### config.mk
export PLATFORM = sky130hd
export DESIGN_NAME = alu
export DESIGN_NICKNAME = d
export VERILOG_FILES = /design/src/rtl/alu_pkg.sv /design/src/rtl/alu_muldiv.sv /design/src/rtl/alu.sv
export SDC_FILE = /design/constraint.sdc
export NUM_CORES = 1
export LEC_CHECK = 0
export ABC_CLOCK_PERIOD_IN_PS = 1700
export CAP_MARGIN = 5
export CELL_PAD_IN_SITES_DETAIL_PLACEMENT = 1
export CELL_PAD_IN_SITES_GLOBAL_PLACEMENT = 1
export CORE_MARGIN = 2
export CORE_UTILIZATION = 38
export DETAILED_ROUTE_END_ITERATION = 6
export PLACE_DENSITY_LB_ADDON = 0.25
export SYNTH_ARGS = -nofsm -noshare
export SYNTH_HDL_FRONTEND = slang
export SYNTH_SLANG_ARGS = --single-unit
### constraint.sdc
create_clock -name clk -period 1.7 [get_ports clk]
set_input_delay 0.34 -clock clk [delete_from_list [all_inputs] [get_ports clk]]
set_output_delay 0.34 -clock clk [all_outputs]
set_load 0.01 [all_outputs]
### src/rtl/alu_pkg.sv
// Shared types and constants for the EX-stage ALU.
//   alu_op_e   : 4-bit opcode encoding (13 defined ops; 13..15 yield zero)
//   alu_pair_t : {hi, lo} result pair returned by the multiply/divide unit
//   add_ovf / sub_ovf : signed-overflow predicates on operand/result sign bits
package alu_pkg;

    localparam int unsigned ALU_W   = 32;
    localparam int unsigned SHAMT_W = 5;
    localparam int unsigned OP_W    = 4;

    typedef enum logic [OP_W-1:0] {
        SLL  = 4'd0,
        SRA  = 4'd1,
        SRL  = 4'd2,
        MUL  = 4'd3,
        DIV  = 4'd4,
        ADD  = 4'd5,
        SUB  = 4'd6,
        AND  = 4'd7,
        OR   = 4'd8,
        XOR  = 4'd9,
        NOR  = 4'd10,
        SLT  = 4'd11,
        SLTU = 4'd12
    } alu_op_e;

    // hi: multiply high word / divide remainder; lo: multiply low word / quotient
    typedef struct packed {
        logic [ALU_W-1:0] hi;
        logic [ALU_W-1:0] lo;
    } alu_pair_t;

    // Same-sign operands whose sum flips sign
    function automatic logic add_ovf(input logic a_s, input logic b_s, input logic r_s);
        return (a_s == b_s) && (r_s != a_s);
    endfunction

    // Opposite-sign operands whose difference leaves the sign of the minuend
    function automatic logic sub_ovf(input logic a_s, input logic b_s, input logic r_s);
        return (a_s != b_s) && (r_s != a_s);
    endfunction

endpackage

### src/rtl/alu_muldiv.sv
// Combinational signed multiply / divide unit.
// Only instantiated when ALU_MULDIV_EN is defined.
// Ports:
//   x, y   : signed operands (dividend / divisor for divide)
//   is_div : 1 selects divide, 0 selects multiply
//   res    : multiply -> {high word, low word}; divide -> {remainder, quotient}
module alu_muldiv
    import alu_pkg::*;
(
    input  logic [ALU_W-1:0] x,
    input  logic [ALU_W-1:0] y,
    input  logic             is_div,
    output alu_pair_t        res
);

    localparam logic [ALU_W-1:0] MIN_INT = {1'b1, {(ALU_W-1){1'b0}}};

    logic signed [2*ALU_W-1:0] prod;
    logic                      div_by_zero;
    logic                      div_ovf;
    logic        [ALU_W-1:0]   safe_y;
    logic signed [ALU_W-1:0]   quo;
    logic signed [ALU_W-1:0]   rem;

    // Full-width signed product, signed quotient/remainder, result select
    always_comb begin
        prod        = (2*ALU_W)'($signed(x)) * (2*ALU_W)'($signed(y));
        div_by_zero = (y == '0);
        div_ovf     = (x == MIN_INT) && (y == '1);
        // Substituting a divisor of 1 keeps the divider away from the two
        // undefined cases; MIN_INT / 1 also yields the required MIN_INT, 0.
        safe_y      = (div_by_zero || div_ovf) ? ALU_W'(1) : y;
        quo         = $signed(x) / $signed(safe_y);
        rem         = $signed(x) % $signed(safe_y);

        res = '0;
        if (is_div) begin
            if (div_by_zero) begin
                res.lo = '1;
                res.hi = x;
            end else begin
                res.lo = quo;
                res.hi = rem;
            end
        end else begin
            res.lo = prod[ALU_W-1:0];
            res.hi = prod[2*ALU_W-1:ALU_W];
        end
    end

endmodule

### src/rtl/alu.sv
// 32-bit EX-stage integer ALU with one cycle of registered latency.
// Optional feature macro: ALU_MULDIV_EN builds the signed multiplier/divider
// (ops MUL/DIV); without it those ops produce all-zero outputs.
// Ports:
//   clk, rst : rising-edge clock, asynchronous active-high reset
//   x, y     : operands (y is also the shift source)
//   alu_op   : operation select (alu_op_e; 13..15 give zero results)
//   shamt    : shift amount
//   result1  : primary result
//   result2  : multiply high word / divide remainder, otherwise 0
//   of, uof  : signed overflow and unsigned carry/borrow (ADD/SUB only)
//   equal    : x == y, for every opcode
module alu
    import alu_pkg::*;
#(
    parameter int unsigned WIDTH = ALU_W
) (
    input  logic               clk,
    input  logic               rst,
    input  logic [WIDTH-1:0]   x,
    input  logic [WIDTH-1:0]   y,
    input  logic [OP_W-1:0]    alu_op,
    input  logic [SHAMT_W-1:0] shamt,
    output logic [WIDTH-1:0]   result1,
    output logic [WIDTH-1:0]   result2,
    output logic               of,
    output logic               uof,
    output logic               equal
);

    logic [WIDTH:0]   add_full;
    logic [WIDTH-1:0] diff;
    logic [WIDTH-1:0] result1_c;
    logic [WIDTH-1:0] result2_c;
    logic             of_c;
    logic             uof_c;
    logic             equal_c;

`ifdef ALU_MULDIV_EN
    alu_pair_t md_res;

    alu_muldiv u_muldiv (
        .x      (x),
        .y      (y),
        .is_div (alu_op == DIV),
        .res    (md_res)
    );
`endif

    // Opcode decode and result mux
    always_comb begin
        add_full  = {1'b0, x} + {1'b0, y};
        diff      = x - y;
        result1_c = '0;
        result2_c = '0;
        of_c      = 1'b0;
        uof_c     = 1'b0;
        equal_c   = (x == y);

        case (alu_op)
            SLL:  result1_c = y << shamt;
            SRA:  result1_c = $signed(y) >>> shamt;
            SRL:  result1_c = y >> shamt;
`ifdef ALU_MULDIV_EN
            MUL, DIV: begin
                result1_c = md_res.lo;
                result2_c = md_res.hi;
            end
`endif
            ADD: begin
                result1_c = add_full[WIDTH-1:0];
                uof_c     = add_full[WIDTH];
                of_c      = add_ovf(x[WIDTH-1], y[WIDTH-1], add_full[WIDTH-1]);
            end
            SUB: begin
                result1_c = diff;
                uof_c     = (x < y);
                of_c      = sub_ovf(x[WIDTH-1], y[WIDTH-1], diff[WIDTH-1]);
            end
            AND:  result1_c = x & y;
            OR:   result1_c = x | y;
            XOR:  result1_c = x ^ y;
            NOR:  result1_c = ~(x | y);
            SLT:  result1_c = WIDTH'($signed(x) < $signed(y));
            SLTU: result1_c = WIDTH'(x < y);
            default: ;
        endcase
    end

    // Output registers
    always_ff @(posedge clk or posedge rst) begin
        if (rst) begin
            result1 <= '0;
            result2 <= '0;
            of      <= 1'b0;
            uof     <= 1'b0;
            equal   <= 1'b0;
        end else begin
            result1 <= result1_c;
            result2 <= result2_c;
            of      <= of_c;
            uof     <= uof_c;
            equal   <= equal_c;
        end
    end

endmodule

==> key figures, run 1 <==
Synth
  • Syn. warnings: 0
  • Synth Area in Compound Gates: about a third
  • Most common flop cell mapped by yosys: dfrtp_1
  • Post-synthesis cell type count: 99
  • Async SR Flop Fraction: 100.0%
  • Synth top area share: 12.56%
  • Post-Synth XOR/XNOR Area: less than 1%
  • Post-synth EDFFs: 0
  • Mux share of post-synthesis cell area: between 10% and 20%
  • Synth Area in Adders: 12.95%
  • Synthesized flop and latch total: 35
  • Post-Synthesis Cells: 1442
  • Yosys top cell by area: ha_1
  • Sequential area share after synthesis: 8.375%
  • Mapped Area: 0.01046 sq mm
  • Largest family of logic cells by synthesized area: compound AO/OA/AOI/OAI gates
  • Area contributors post-synth: ha_1 (13%), dfrtp_1 (8.4%), mux4_2 (8.0%)
  • Simple-gate area share of the yosys netlist: between 10% and 20%
  • Syn Area/Cell: 7.252 sq um

Clocking
  • Max H-tree Level: 2
  • CTS buffer count: 5
  • CTS sink cnt: 35
  • CTS Root Buffer Type: clkbuf_16
  • CTS max path bufs: 2
  • # hold bufs at CTS: 0

Global route
  • Total track usage: 92.22%
  • Largest net degree at the start of global routing: 36
  • Total gr overflow: ~1300

Place
  • Place WS: -1917 ps
  • Placed insts: 2349
  • Buffers on Ports: 109
  • Gpl congestion: 1.036
  • DP Wirelength: around 54 mm

Run status
  • Stopped at: global routing (5_1_grt)
  • Err: [ERROR GRT-0232] Routing congestion too high. Check the congestion heatmap in the GUI.
  • Status: did not finish

STA
  • Grt repair worst endpoint: result1[27]$_DFF_PP0_/D
  • Worst EP kind: sequential cell input

Die
  • Die height: 169.9 um
  • Cell Rows: 60
  • Initial Utilization: approximately two fifths
  • Top-Level Pins: 142
  • Die X: 169.9 um
## cell usage after synthesis, drive strengths merged, types with 12 or more instances
library cell  instances
a211oi               24
a21o                 20
a21oi               132
a221o                13
a221oi               30
a22oi                12
buf                  67
clkbuf               68
dfrtp                35
ha                  105
inv                 108
mux2                 14
mux2i                61
mux4                 37
nand2               138
nand2b               12
nand3                28
nor2                157
nor2b                14
nor3                 26
o2111ai              13
o211ai               35
o21ai               107
o21bai               12
o221ai               14
o31ai                16
## metal layers
layer / GRT usage (%) / overflow
met4: 104.6 / 385
met5: 41.74 / 1
met3: 74.09 / 19
met1: 86.06 / 24
met2: 112.9 / 876
## cells by family after synthesis
kind of cell             count (synthesis)
other                                    1
AND/OR/NAND/NOR                        435
buffers and inverters                  244
multiplexers                           112
adder cells (fa/ha/maj)                107
flip-flops                              35
AO/OA/AOI/OAI                          506
XOR/XNOR                                 2
## repair_timing
item                                    in CTS
endpoints found under the setup margin      35
gates cloned                                 1
buffers inserted                            86
gates resized for setup                    577
pin swaps                                  156
## metrics by stage
step           instance area, sq um  hold slack (ps)
3_5_place_dp                  16200            735.7
4_1_cts                       18400            417.3
3_3_place_gp                  16200            702.4
2_1_floorplan                 11090            485.3
==> inputs of run 2 (changes only) <==
Settings changed: CELL_PAD_IN_SITES_DETAIL_PLACEMENT 1 to not set, CELL_PAD_IN_SITES_GLOBAL_PLACEMENT 1 to not set, CORE_UTILIZATION 38 to 23, PLACE_DENSITY_LB_ADDON 0.25 to 0.15.
==> run 2 against run 1 <==
  * The flow now finishes, with violations (setup timing)
  * Area after synthesis stayed put
  * Synthesized cell count did not move
==> key figures, run 2 <==
Route
  • Drt pass-1 iters: 6
  • M1 wire length: approximately 27 mm
  • Met3 routed WL: 2.923 mm
  • Initial DRC count: a little over 1000
  • Uppermost layer routed: met4
  • Met2 wire length: 32.81 mm
  • Vias/cell: 5.237
  • Total vias in the final route: 14400
  • Drt drc: 0
  • Drt wl/cell: 24.22 um
  • Antenna-violating nets left: 0
  • Routed WL: about 67 mm

Die
  • Die area: 0.04719 sq mm
  • Cell Rows: just under 80
  • Initial Utilization: 23.19%
  • Die height: 217.2 um
  • Core ar.: 0.04509 sq mm
  • Top-Level Pins: 142
  • Die X: approximately 220 um

Synth
  • Synthesized flop and latch total: 35
  • Syn. warnings: 0
  • Post-synthesis cell type count: 99
  • Area contributors post-synth: ha_1 (13%), dfrtp_1 (8.4%), mux4_2 (8.0%)
  • Sequential area share after synthesis: 8.375%
  • Top post-synthesis cells by count: nor2_1 (155), nand2_1 (138), a21oi_1 (131)
  • Synth top area share: 12.56%
  • Post-synth EDFFs: 0
  • Post-Synthesis Cells: 1442
  • Most common flop cell mapped by yosys: dfrtp_1
  • Mapped Area: approximately 0.010 sq mm
  • Async SR Flop Fraction: 100.0%
  • Top-count cell post-synth: nor2_1
  • Syn Area/Cell: around 7.3 sq um
  • Yosys top cell by area: ha_1

Job
  • Max capacitance violation total: 0

Power and ir drop
  • Peak VDD IR: 321.8 uV
  • Int Pwr: 0.004789 W
  • Switching part of the total: 44.32%
  • Sequential cell fraction of total power: 11.6%
  • Power per Cell Area: 435.8 mW/mm^2
  • Net load switching power: approximately 0.0038 W
  • LEAKAGE: 8.787 nW
  • Clock power share: 12.7%
  • Gate power share: about three quarters
  • Final Power: 0.008602 W

STA
  • Period utilization: 157.2%
  • Rel. slew slack: 51.67%
  • Actual slew at the worst max-slew pin: around 720 ps
  • Fmax: 374.2 MHz
  • Final Max Slew Viols: 0
  • Post-route setup slack: -972.7 ps
  • Final setup viols: 35
  • Setup TNS: -24450 ps
  • Final hold vios: 0
  • RSZ-0062 raised after global routing: true
  • Min Tclk post-route: 2673 ps

Clocking
  • Max H-tree Level: 2
  • CTS max path bufs: 2
  • CTS tree: yes
  • Clock transition at path regs: 70 ps
  • CTS buffer count: 5
  • CTS sink cnt: 35
  • CTS Root Buffer Type: clkbuf_16

Cells and area
  • Area Overhead vs Synth: 88.73%
  • Fill cells: around 4700
  • Most frequent cells in the layout: buf_4 (581), nand2_1 (129), nor2_1 (129)
  • Finished Cell Area: 0.01974 sq mm
  • Reg with most FFs: result1
  • Fin util: 43.77%
  • Commonest non-fill, non-tap cell in the layout: buf_4
  • Nets@finish: 2331
  • Ratio of cells with drive above 1 in the final layout: 52.42%
  • Largest register FFs: 32
  • N_diodes: 0

Global route
  • Largest net degree at the start of global routing: 36
  • Vias in the first global route: approximately 14000
  • First-pass GRT wire length: 96.18 mm
  • Total gr overflow: 0
  • Initial antenna violation count: 0
  • Total track usage: roughly 28%

Hold path
  • Worst min-delay path category: in -> async

Setup path
  • Crit path DAT: roughly 2900 ps
  • WS Path Type: in -> reg
  • Worst setup EP type: flip-flop
  • Setup crit start kind: input port
  • Crit path max fanout: 4
  • Worst path required time: around 1900 ps

Place
  • Gpl congestion: 0.9546
  • Buffers on Ports: 109
  • DP Wirelength: 54.56 mm
  • Placed Instance Area: 0.01672 sq mm

Run status
  • Violated checks: setup timing
  • Status: finished, violations left
run 2: cell counts after synthesis:
No cell type changed its count.
run 2: area by class of cell:
class / count / area (sq um) / share of cell area (%)
inverters: 109 / 544.3 / 2.758
multi-input cells: 1194 / 10400 / 52.69
repair buffers: 804 / 7009 / 35.51
well taps: 600 / 750.7 / 3.804
flip-flops and latches: 35 / 875.8 / 4.438
clock buffers: 8 / 156.4 / 0.7924
run 2: worst max-delay path: stages:
cell	delay (ps)
buf_8	90
inv_4	30
ha_4	290
and2b_4	200
a2111oi_4	250
o31ai_4	160
buf_12	160
a2111oi_4	360
nor2_4	100
buf_6	140
a21o_1	200
o2111a_1	240
a2111o_1	300
run 2: worst max path at each step:
| stage | end | slack [ps] | start |
|---|---|---|---|
| 2_1_floorplan | result1[30] | -870 | x[12] |
| 3_3_place_gp | equal | -1930 | y[16] |
| 3_5_place_dp | result1[17] | -1940 | y[11] |
| 4_1_cts | result1[24] | -1010 | x[0] |
| 5_1_grt | result1[24] | -1050 | y[1] |
| 6_report | result1[29] | -970 | x[10] |
run 2: metal layers:
layer,up-vias,track usage (%)
met5,-,0
met4,0,11.80
met3,118,2.460
met2,453,49.46
met1,7124,33.54
li1,6708,-
run 2: per-stage QoR:
step	instances	hold WS, ps	worst slack (ps)
final	2750	365.2	-972.7
after global routing	2750	402.6	-1049
after CTS	2704	377.6	-1009
after detailed placement	2631	711.3	-1937
after global placement	2631	708.4	-1933
after floorplan	1473	485.3	-869.7
run 2: repair_timing:
item,CTS,global route
pin swaps,158,129
setup endpoints to repair,35,35
buffers inserted,79,60
cloned,0,2
hold buffers,0,0
hold endpoints to repair,0,0
resized for setup,579,177
run 2: logic make-up after synthesis:
logic type / share of synthesized area (%)
AOI/OAI and AO/OA: 33.35
and+or+nand+nor: 19.12
buffers and inverters: 10.70
muxes: 15.31
adders and majority gates: 12.95
DFF: 8.375
xor gates and xnor gates: 0.1675
other: 0.03586
run 2: power groups by stage:
| stage | Sequential, W | Combinational, W | Clock, W |
|---|---|---|---|
| 2_1_floorplan | 0.00106 | 0.00239 | 0 |
| 3_3_place_gp | 0.00102 | 0.00535 | 0 |
| 3_5_place_dp | 0.00102 | 0.00534 | 0 |
| 4_1_cts | 0.00100 | 0.00607 | 0.00113 |
| 5_1_grt | 0.00101 | 0.00688 | 0.00116 |
| 6_report | 0.000999 | 0.00651 | 0.00110 |
(Power assumes the default switching activity.)
